<file path="src/rtl/add_seq.sv">
// Sequential W-bit adder/subtractor built around an external 8-bit adder.
// One byte per cycle, least significant first; result is held until consumed.
module add_seq #(
  parameter int NBYTES = 4
) (
  input  logic                  clk,
  input  logic                  rst,
  input  logic                  in_valid,
  output logic                  in_ready,
  input  logic [8*NBYTES-1:0]   in_a,
  input  logic [8*NBYTES-1:0]   in_b,
  input  logic                  in_sub,
  output logic [7:0]            add_a,
  output logic [7:0]            add_b,
  output logic                  add_cin,
  input  logic [7:0]            add_sum,
  input  logic                  add_cout,
  output logic                  out_valid,
  input  logic                  out_ready,
  output logic [8*NBYTES-1:0]   out_sum,
  output logic                  out_cout,
  output logic                  out_ovf
);

  localparam int W  = 8 * NBYTES;
  localparam int IW = (NBYTES > 1) ? $clog2(NBYTES) : 1;

  typedef enum logic [1:0] {
    IDLE,
    RUN,
    DONE
  } state_t;

  state_t          r_state;
  logic [W-1:0]    r_a;
  logic [W-1:0]    r_b;
  logic            r_carry;
  logic [IW-1:0]   r_idx;
  logic [W-1:0]    r_acc;
  logic [W-1:0]    r_sum;
  logic            r_cout;
  logic            r_ovf;

  logic [IW+2:0]   w_sh;
  logic [W-1:0]    w_a_sh;
  logic [W-1:0]    w_b_sh;
  logic [W-1:0]    w_acc_nxt;
  logic            w_last;
  logic            w_ovf;

  assign w_sh   = {r_idx, 3'b000};
  assign w_a_sh = r_a >> w_sh;
  assign w_b_sh = r_b >> w_sh;
  assign w_last = (r_idx == IW'(NBYTES - 1));
  assign w_ovf  = (r_a[W-1] == r_b[W-1]) &&
                  (add_sum[7] != r_a[W-1]);

  assign in_ready  = (r_state == IDLE);
  assign out_valid = (r_state == DONE);
  assign out_sum   = r_sum;
  assign out_cout  = r_cout;
  assign out_ovf   = r_ovf;

  always_comb begin
    add_a   = 8'h00;
    add_b   = 8'h00;
    add_cin = 1'b0;
    if (r_state == RUN) begin
      add_a   = w_a_sh[7:0];
      add_b   = w_b_sh[7:0];
      add_cin = r_carry;
    end
  end

  always_comb begin
    w_acc_nxt = r_acc;
    for (int i = 0; i < NBYTES; i++) begin
      if (r_idx == IW'(i))
        w_acc_nxt[8*i +: 8] = add_sum;
    end
  end

  // The working accumulator is separate from r_sum so the visible
  // result only moves on the edge that enters DONE.
  always_ff @(posedge clk or posedge rst) begin
    if (rst) begin
      r_state <= IDLE;
      r_a     <= '0;
      r_b     <= '0;
      r_carry <= 1'b0;
      r_idx   <= '0;
      r_acc   <= '0;
      r_sum   <= '0;
      r_cout  <= 1'b0;
      r_ovf   <= 1'b0;
    end else begin
      unique case (r_state)
        IDLE: begin
          if (in_valid) begin
            r_a     <= in_a;
            r_b     <= in_sub ? ~in_b : in_b;
            r_carry <= in_sub;
            r_idx   <= '0;
            r_acc   <= '0;
            r_state <= RUN;
          end
        end
        RUN: begin
          r_acc   <= w_acc_nxt;
          r_carry <= add_cout;
          r_idx   <= r_idx + 1'b1;
          if (w_last) begin
            r_state <= DONE;
            r_idx   <= '0;
            r_sum   <= w_acc_nxt;
            r_cout  <= add_cout;
            r_ovf   <= w_ovf;
          end
        end
        DONE: begin
          if (out_ready)
            r_state <= IDLE;
        end
        default: r_state <= IDLE;
      endcase
    end
  end

endmodule

</file>
<file path="config.mk">
export PLATFORM = sky130hd
export DESIGN_NAME = add_seq
export DESIGN_NICKNAME = d
export VERILOG_FILES = /design/src/rtl/add_seq.sv
export SDC_FILE = /design/constraint.sdc
export NUM_CORES = 1
export LEC_CHECK = 0
export ABC_AREA = 1
export BUFFER_PORTS_ARGS = -buffer_cell sky130_fd_sc_hd__buf_4
export CAP_MARGIN = 20
export CORE_MARGIN = 1
export CORE_UTILIZATION = 35
export DETAILED_ROUTE_END_ITERATION = 10
export REMOVE_ABC_BUFFERS = 1
export SLEW_MARGIN = 5
export SYNTH_ARGS = -nofsm -noshare
export SYNTH_HDL_FRONTEND = slang
export SYNTH_SLANG_ARGS = --single-unit
</file>
<file path="constraint.sdc">
create_clock -name clk -period 8.4 [get_ports clk]
set_input_delay 0.42 -clock clk [delete_from_list [all_inputs] [get_ports clk]]
set_output_delay 0.42 -clock clk [all_outputs]
set_load 0.02 [all_outputs]
</file>
# Yosys cells after proc, flatten, opt, wreduce, memory -nomap -nowiden
# Index checks and enable logic that the tools add are counted.
# word_totals
reg_bits,135
inputBits,78
out_inout_bits,53
# classes
n_addsub,1
eq_ne,10
shift,2
n_mux,19
n_bitwise,1
reduce_logical,8
# op_table
op,count
$mux W32,2
$pmux W32 S2,1
$shr A32 B5 Y8,2
$mux W8,6
$not A32 Y32,1
$mux W2,5
$eq A2 B2 Y1 const B,3
$pmux W2 S3,1
$reduce_and A2 Y1,3
$eq A2 B1 Y1 const B,2
$logic_not A2 Y1,2
$ne A2 B2 Y1 const B,2
$pmux W2 S2,1
$reduce_and A3 Y1,1
$add A2 B1 Y2 const B,1
$mux W1,2
$ne A2 B1 Y1 const B,1
$pmux W1 S2,1
$reduce_bool A2 Y1,1
$eq A1 B1 Y1,1
$logic_and A1 B1 Y1,1
$ne A1 B1 Y1,1

# Longest topological paths before layout
# Gate-level depths: netlist (run 1).
# depth
word_depth,3
depth_mapped,9
depth_no_buf,6

# Worst setup path after synthesis (run 1)
# No wires, ideal clock.
# synth_path
path_kind,register to register
from,reg r_idx[1]
to,reg r_acc[0]
setup_ns,0.126
t_arrival_ns,1.631
t_required_ns,8.274
slack_ns,6.643
path_stages_with_launch,9
period_less_slack_ns,1.757
cell_sequence,dfrtp_1 buf_2 clkinv_1 buf_2 ha_1 clkbuf_1 o21ai_0 nand2_1 o21ai_0
# synth_between
elab_chain_cells,3
# synth_lines
item,line,source
from (decl),38,logic [IW-1:0] r_idx;
from (signal assigned),111,r_idx <= r_idx + 1'b1;
$logic_not A2 Y1,78,if (r_idx == IW'(i))
$mux W8,78,
$pmux W32 S2,97,unique case (r_state)
to (signal assigned),109,r_acc <= w_acc_nxt;
to (decl),39,logic [W-1:0] r_acc;
# Every way passes these cells.
# A chain may end at the register's enable or synchronous reset.

# Final worst setup path (run 1)
# layout_path
from,reg r_idx[1]
to,out add_a[1]
# layout_between
elab_chain_cells,2
# layout_lines
item,line,source
$shr A32 B5 Y8,52,assign w_a_sh = r_a >> w_sh;
$mux W8,68,if (r_state == RUN) begin
to (decl),13,"output logic [7:0] add_a,"
# Every way passes these cells.

==> results of run 1 <==
[Yosys cell counts (all sizes together)]
library cell / n
a21oi: 18
buf: 31
clkbuf: 13
clkinv: 1
dfrtp: 129
ha: 4
inv: 101
nand2: 284
nand3: 34
nor2: 4
o21ai: 122
o31ai: 1
xnor2: 32
[final cells by class]
cell class	instances	share of cell area (%)
sequential	129	40.56
multi-input combinational	499	31.02
tap	225	3.537
timing repair buffer	135	12.99
clock buffer	17	5.345
inverter	102	4.873
clock inverter	15	1.682
[state kept, by name, summed over array words and instances (netlist names)]
name and count:
r_state 2, out_cout 1, r_acc 26, r_carry 1, out_sum 32, r_a 32, out_ovf 1, r_b 32
r_idx 2
[worst max-delay path: cells and delay by family (launching register included)]
family                 cells  cell delay, ns
flip-flops                 1            0.86
AO/OA/AOI/OAI              1            0.09
buffers and inverters      2            1.01
AND/OR/NAND/NOR            1            0.35
[worst paths after layout]
path,startpoint,endpoint,cells after the start
worst max-delay path,r_idx[1],add_a[1],4
worst min-delay path,rst,r_b[26],2
worst max register to register,r_idx[1],out_sum[10],5
worst min register to register,out_sum[10],out_sum[10],2
max in group asynchronous,rst,r_acc[23],3
min in group clk,out_ready,r_state[1],2
[power breakdown]
group          internal, mW  leakage (nW)  total, mW  switching, mW
Combinational         0.512          2.11       1.39          0.880
Sequential            0.893          1.63       1.03          0.133
Clock                 0.409         0.270      0.697          0.287
Total                  1.81          4.02       3.11           1.30
[stage by stage]
stage	setup WS (ns)	utilization [%]	std cells	cell area, um^2	total power, mW
global route	5.114	45.38	1122	7959	3.374
CTS	5.181	45.23	1121	7931	3.143
floorplan	4.539	-	730	6080	1.930
global placement	5.471	42.04	1089	7372	2.405
detailed placement	5.455	42.04	1089	7372	2.429
finish	5.262	45.38	1122	7959	3.115
[layer usage]
metal / share of wire (%) / up-vias
met2: 45 / 134
met1: 49 / 2372
met4: 0.38 / 0
met3: 6.1 / 5
met5: 0 / -
li1: - / 2607
[logic make-up (layout without fill, tap and decap cells)]
kind of cell / count (synthesis) / after routing / share of synthesized area [%]
simple gates: 322 / 322 / 20.21
fa+ha+maj: 4 / 4 / 0.7881
buf+inv: 146 / 269 / 10.30
compound gates: 141 / 141 / 13.46
xor+xnor: 32 / 32 / 4.413
flops: 129 / 129 / 50.83
==> impl_metrics.toml, run 1 <==
[yosys]
synthCells = 774
avgSynthCellArea_um2 = 8.206
synth-seq-cells = 129
ys_types = 23
yosys_warnings = 0
ys_seq_area_share_pct = 50.83
yosys.area.top_type = "dfrtp_1"
synth_top_area_share_pct = 50.83
syn-cell-area_um2 = 6351
synth_top_cells_by_area = "dfrtp_1 (51%), nand2_1 (16%), o21ai_0 (6.9%), inv_1 (5.7%), xnor2_1 (4.4%)"

[drt]
drc_errors = 0
num_vias = 5118
avgRoutedWirePerCell_um = 13.31
first_pass_iters = 4
drt_iter0_drc = 306
viasPerCell = 4.561
drt_wl_total_um = 14930
ant_nets = 0

[clocking]
cts_resized = 0
cts_root_buf = "clkbuf_16"
cts_hold_buffers = 0
cts_tree = "yes"
max-clock-path-buffers = 2
postCtsSetupBuffers = 0
clock_sinks = 129
cts-htree-levels = 4
numCtsBuffers = 17
clk_latency_ns = 0.41
clk_pin_slew_ns = 0.06

[place]
hpwlAfterDp_um = 9536
io_buffers = 130
gp_congestion = 0.7421

[finish]
syn2layout_area_growth_pct = 25.32
fillers = 1791
nNetsFinal = 966
layout_common_cells = "nand2_1 (275), buf_4 (134), dfrtp_1 (129)"
final_common_cell = "nand2_1"
layout-drive-gt1-share_pct = 24.75
multi_input_area_um2 = 2469
antenna_cells = 0
ff_latch_area_um2 = 3228

[sta]
min_period_ns = 3.138
rsz0062_at_grt = "no"
worstMarginPinSlew_ns = 0.7997
slew_headroom_pct = 46.69
slew_violations = 0
final.period_utilization_pct = 37.36
fin_tns_setup_ns = 0
finalSetupViolCount = 0
fmax_ghz = 0.3187
timing.hold.ws_ns = 0.1199
hold_viol_final = 0
fin_worst_skew_ns = 0.01110

[outcome]
status = "finished clean"

[global_routing]
grt_util_met1_pct = 24.27
grt_pass1_wl_um = 24290
grtUsageMet2_pct = 25.01
use_met3_pct = 4.815
antenna_found_initial = 0
grt_max_degree = 80
grtUsageTotal_pct = 17.03
grt_pass1_vias = 4778
grt-ovfl-total = 0
grt_busiest_layer = "met2"

[run]
maxCapViolCount = 0

[pwr]
power.density_nw_per_um2 = 391.3
p_leak_nw = 4.016
ir_drop_v = 0.0001758

[die]
die_area_um2 = 18690
num_io_pins = 131
rows = 48
fp.dieW_um = 136.7
fp.dieH_um = 136.7
core_area_um2 = 17540
start_util_pct = 36.22

[setup_path]
slowest_stage = "dfrtp_1"
path_max_fanout = 19
crit_chain = "clkinv_1 -> nand3_1 -> a21oi_2 -> buf_4"
worst-r2r-setup-slack_ns = 5.48
cp.required_ns = 7.98
slowest_delay_ns = 0.86
cp.arrival_ns = 2.72
end_kind = "primary output"
path_class = "reg2out"
start_kind = "flip-flop"

[hold_path]
hp-class = "in2async"
No activity file was read; power rests on OpenSTA's default activity.
==> inputs of run 2 (changes only) <==
--- a/config.mk
+++ b/config.mk
@@ -5,7 +5,7 @@
 export SDC_FILE = /design/constraint.sdc
 export NUM_CORES = 1
 export LEC_CHECK = 0
-export ABC_AREA = 1
+export ABC_AREA = 0
 export BUFFER_PORTS_ARGS = -buffer_cell sky130_fd_sc_hd__buf_4
 export CAP_MARGIN = 20
 export CORE_MARGIN = 1
==> constraint.sdc (replaced) <==
create_clock -name clk -period 2.8 [get_ports clk]
set_input_delay 0.14 -clock clk [delete_from_list [all_inputs] [get_ports clk]]
set_output_delay 0.14 -clock clk [all_outputs]
set_load 0.02 [all_outputs]
==> run 2 against run 1 <==
Net effect: die area shrank 8.2%; non-clock buffer count grew 56; clock-buffer cell count grew 6; sequential share of layout area shrank 0.87 points; core utilization grew 4.5 points; global-route usage grew 0.11 points; total power grew to 2.9 times the previous value; clock power grew to 3.0 times the previous value; sequential power grew to 3.0 times the previous value; register-to-register slack lost 4.6 ns; worst setup slack lost 4.7 ns; synthesized cell count shrank 36%; critical endpoint is now add_b[4].
==> impl_metrics.toml, run 2 <==
[outcome]
status = "finished clean"

[drt]
viasPerCell = 4.722
drt_wl_total_um = 13600
avgRoutedWirePerCell_um = 15.39
drc_errors = 0
drt_iter0_drc = 155
first_pass_iters = 4
ant_nets = 0
num_vias = 4174

[pwr]
ir_drop_v = 0.0005200
power.density_nw_per_um2 = 1137
total_power_mw = 9.105
p_leak_nw = 3.604

[yosys]
synth_common_cells = "dfrtp_1 (127), nand2_1 (55), nor2_1 (34)"
synth_top_family_by_area = "multiplexers"
synth_compound_area_share_pct = 9.718
synth_top_cells_by_area = "dfrtp_1 (55%), mux2_2 (6.2%), mux4_2 (6.2%), xnor2_1 (4.8%), mux2i_1 (4.1%)"
yosysMostFrequentCell = "dfrtp_1"
synth-xor-area-share_pct = 4.816
ys_types = 30
avgSynthCellArea_um2 = 11.83
synth_mux_area_share_pct = 16.51
synth_top_area_share_pct = 54.61
synth-seq-cells = 127
synthCells = 492
synthArstFlopShare_pct = 100.0
yosys.area_share.simple_pct = 8.966
yosys_warnings = 0
synth_flop_cell = "dfrtp_1"
syn-cell-area_um2 = 5819
synthAdderAreaFrac_pct = 0.8600
synth_edf_count = 0
ys_seq_area_share_pct = 54.61
yosys.area.top_type = "dfrtp_1"

[clocking]
clk_pin_slew_ns = 0.05
max-clock-path-buffers = 2
postCtsSetupBuffers = 0
numCtsBuffers = 17
cts_tree = "yes"
clock_sinks = 127
clk_latency_ns = 0.41
cts_resized = 0
cts-htree-levels = 4
cts_root_buf = "clkbuf_16"
cts_hold_buffers = 53

[finish]
nNetsFinal = 740
layout_common_cells = "buf_4 (136), dfrtp_1 (127), nand2_1 (55)"
antenna_cells = 0
instances_no_fill = 884
syn2layout_area_growth_pct = 37.60
multi_input_area_um2 = 2387
final_common_cell = "buf_4"
layout-drive-gt1-share_pct = 32.34
ff_latch_area_um2 = 3178
fillers = 1433

[sta]
slew_violations = 0
hold_viol_final = 0
fin_worst_skew_ns = 0.008340
timing.hold.ws_ns = 0.01622
min_period_ns = 2.261
slew_headroom_pct = 61.83
fmax_ghz = 0.4422
final.period_utilization_pct = 80.77
layout_setup_ws_ns = 0.5385
finalSetupViolCount = 0
rsz0062_at_grt = "no"
worstMarginPinSlew_ns = 0.5687

[run]
maxCapViolCount = 0

[place]
hpwlAfterDp_um = 9043
gp_congestion = 0.7820
dp_cells = 802
dp_slack_ns = 0.8825
io_buffers = 130

[setup_path]
cp.arrival_ns = 2.12
crit_chain = "buf_4 -> mux4_2 -> and2_1 -> buf_4"
end_kind = "primary output"
cp.required_ns = 2.66
slowest_stage = "mux4_2"
slowest_delay_ns = 0.54
r2r-end = "r_acc[19]"
worstRegToRegCells = 3
crit_top_cell = "buf_4"
path_buf_inv = 2
reg2reg_from = "r_idx[1]"
start_kind = "flip-flop"
path_class = "reg2out"
worst-r2r-setup-slack_ns = 0.90
crit_family = "buffers and inverters"
path_max_fanout = 16

[die]
fp.dieW_um = 130.9
core_area_um2 = 16060
rows = 46
num_io_pins = 131
fp.dieH_um = 130.9
start_util_pct = 36.24
die_area_um2 = 17150

[hold_path]
hp-class = "in2reg"
hold_path_depth = 3
hold_path.startpoint = "in_b[18]"
holdPathEnd = "r_b[18]"

[global_routing]
grt_max_degree = 100
antenna_found_initial = 0
grt-ovfl-total = 0
grt_pass1_vias = 4190
grt_pass1_wl_um = 21840
grtUsageTotal_pct = 17.14
## run 2: cell types whose count changed after synthesis, sizes merged, moves of 15 or more
cell   delta
nand2   -229
inv      -97
o21ai    -92
nand3    -34
mux2     +32
nor2     +30
a22o     +24
mux2i    +24
and2     +20
mux4     +16
a21oi    +15
## run 2: logic make-up after synthesis
family                     Yosys count
and+or+nand+nor                    117
adders and majority gates            4
buffers and inverters               48
xor gates and xnor gates            32
DFF                                127
muxes                               72
AOI/OAI and AO/OA                   92
## run 2: area by class of cell
class	instances	area share, %
clock buffer	23	5.969
sequential	127	39.69
clock inverter	6	1.063
inverter	4	0.2187
timing repair buffer	191	19.88
multi-input combinational	317	29.81
tap	216	3.375
## run 2: how the worst max path moves through the flow
stage	slack [ns]	to	from	cells past startpoint
global placement	0.95	r_acc[23]	r_idx[1]	3
floorplan	-1.42	r_a[0]	r_state[0]	2
CTS	0.49	add_b[4]	r_state[0]	4
finish	0.54	add_b[4]	r_idx[0]	4
detailed placement	0.88	r_acc[20]	r_idx[1]	3
global route	0.42	add_a[2]	r_idx[0]	4
## run 2: stage by stage
step,utilization [%],TNS (ns),area [um^2]
after floorplan,-,-179.47,5572
after global placement,43.06,0,6914
after detailed placement,43.06,0,6914
after CTS,49.87,0,8008
after global routing,49.87,0,8008
final,49.87,0,8008
## run 2: report_power, final
group | switching, mW | internal, mW
combinational | 1.97 | 1.92
clock | 0.751 | 1.36
sequential | 0.469 | 2.64
## run 2: worst register-to-register path, delay by kind of cell (launching register included)
kind / cells / cell delay (ns)
adder cells (fa/ha/maj): 1 / 0.59
AND/OR/NAND/NOR: 1 / 0.45
flip-flops: 1 / 0.56
AO/OA/AOI/OAI: 1 / 0.22
## run 2: routing by layer
layer	vias to the layer above	part of all wire [%]	global-route usage, %
li1	2014	-	-
met1	2015	46	22.25
met2	131	47	27.23
met3	14	5.4	4.927
met4	0	1.5	6.356
met5	-	0	0
==> inputs of run 3 (changes only) <==
--- a/config.mk
+++ b/config.mk
@@ -5,7 +5,7 @@
 export SDC_FILE = /design/constraint.sdc
 export NUM_CORES = 1
 export LEC_CHECK = 0
-export ABC_AREA = 0
+export ABC_AREA = 1
 export BUFFER_PORTS_ARGS = -buffer_cell sky130_fd_sc_hd__buf_4
 export CAP_MARGIN = 20
 export CORE_MARGIN = 1
==> constraint.sdc (replaced) <==
create_clock -name clk -period 2 [get_ports clk]
set_input_delay 0.1 -clock clk [delete_from_list [all_inputs] [get_ports clk]]
set_output_delay 0.1 -clock clk [all_outputs]
set_load 0.02 [all_outputs]
==> run 3 against run 2 <==
Net effect: sequential power increased by 39%; non-clock buffer count increased by 30; wire length is 20% higher; core utilization rose by 0.67 points; cell area up 11%; first-iteration DRC count up 70%; clock-buffer cell count stayed put; register-to-register slack lost 0.71 ns.
==> impl_metrics.toml, run 3 (synthesis results as in run 1) <==
[global_routing]
antenna_found_initial = 0
grtUsageTotal_pct = 18.88
grt-ovfl-total = 0
grt_max_degree = 45
grt_pass1_vias = 5354
grt_pass1_wl_um = 26830

[setup_path]
crit_chain = "clkinv_1 -> buf_6 -> nand3_1 -> a21oi_1 -> buf_4"
end_kind = "primary output"
start_kind = "flip-flop"
slowest_delay_ns = 0.51
cp.required_ns = 1.90
path_class = "reg2out"
cp.arrival_ns = 1.79
crit_family = "buffers and inverters"
path_max_fanout = 17
path_buf_inv = 3
slowest_stage = "dfrtp_1"

[sta]
min_period_ns = 1.886
fin_worst_skew_ns = 0.009416
fmax_ghz = 0.5301
slew_violations = 0
layout_setup_ws_ns = 0.1135
final.period_utilization_pct = 94.32
worstMarginPinSlew_ns = 0.7546
finalSetupViolCount = 0
hold_viol_final = 0
rsz0062_at_grt = "no"
slew_headroom_pct = 49.64

[hold_path]
hp-class = "in2reg"

[die]
fp.dieH_um = 136.7
start_util_pct = 36.22
num_io_pins = 131
core_area_um2 = 17540
rows = 48
fp.dieW_um = 136.7
die_area_um2 = 18690

[finish]
multi_input_area_um2 = 2469
antenna_cells = 0
ff_latch_area_um2 = 3228
layout-drive-gt1-share_pct = 23.70
nNetsFinal = 1052
syn2layout_area_growth_pct = 39.56
layout_common_cells = "nand2_1 (275), buf_4 (145), dfrtp_1 (129)"
fillers = 1699
final_common_cell = "nand2_1"

[drt]
num_vias = 5459
avgRoutedWirePerCell_um = 13.57
drc_errors = 0
drt_wl_total_um = 16390
ant_nets = 0
route.met2.wl_um = 7688
viasPerCell = 4.519
top_layer = "met4"
drt_iter0_drc = 263
met3_length_um = 810
first_pass_iters = 4
wl_met1_um = 7783

[clocking]
cts-htree-levels = 4
clock_sinks = 129
clk_latency_ns = 0.42
cts_tree = "yes"
max-clock-path-buffers = 2
clk_pin_slew_ns = 0.06
numCtsBuffers = 17
cts_root_buf = "clkbuf_16"

[pwr]
p_leak_nw = 4.410
power.density_nw_per_um2 = 1552
ir_drop_v = 0.0007447
total_power_mw = 13.75

[run]
maxCapViolCount = 0

[outcome]
status = "finished clean"

[place]
hpwlAfterDp_um = 10340
dp_slack_ns = 0.2527
gp_congestion = 0.7617
io_buffers = 130
run 3: layer usage:
metal | up-vias | global-route usage, %
met4 | 0 | 5.123
met2 | 127 | 30.01
li1 | 2779 | -
met1 | 2545 | 25.42
met5 | - | 0
met3 | 8 | 4.852
run 3: path summary, 6_finish.rpt:
| check | cells after the start | slack, ns | endpoint | start |
|---|---|---|---|---|
| setup reg to reg | 5 | 0.19 | r_acc[12] | r_idx[1] |
| hold reg to reg | 2 | 0.48 | out_sum[17] | out_sum[17] |
| min in group asynchronous | 3 | 0.26 | r_b[26] | rst |
| setup / recovery | 5 | 0.11 | add_b[7] | r_idx[1] |
| max in group asynchronous | 4 | 1.07 | r_a[18] | rst |
| hold / removal | 3 | 0.02 | r_b[7] | in_b[7] |
run 3: layout make-up:
class / count / share of cell area [%]
Sequential cell: 129 / 36.42
Timing Repair Buffer: 221 / 21.12
Tap cell: 225 / 3.176
Multi-Input combinational cell: 499 / 27.85
Clock inverter: 9 / 1.736
Inverter: 102 / 4.418
Clock buffer: 23 / 5.280
run 3: report_power, final:
part | switching [mW] | internal (mW) | leakage, nW
logic | 3.81 | 2.35 | 2.48
registers | 0.541 | 3.75 | 1.63
clock network | 1.14 | 2.15 | 0.298
total | 5.49 | 8.26 | 4.41
run 3: worst min-delay path, stage by stage:
cell	delay (ns)
buf_4	0.09
xnor2_1	0.12
o21ai_0	0.07
run 3: metrics by stage:
stage          hold slack [ns]  TNS [ns]  std cells  util (%)  cell area, um^2
6_report               0.02074         0       1208     50.54             8864
3_5_place_dp            0.1561         0       1100     42.65             7480
4_1_cts               0.004490         0       1204     50.33             8826
2_1_floorplan           0.1965   -220.04        730         -             6080
5_1_grt               0.009136         0       1208     50.54             8864
3_3_place_gp            0.1551         0       1100     42.65             7480
run 3: what timing repair did:
action | 4_1_cts | 5_1_grt
buffers inserted | 0 | 4
gates resized for setup | 1 | 2
endpoints found under the hold margin | 112 | 0
hold buffers | 72 | 0
pin swaps | 0 | 0
endpoints found under the setup margin | 1 | 11
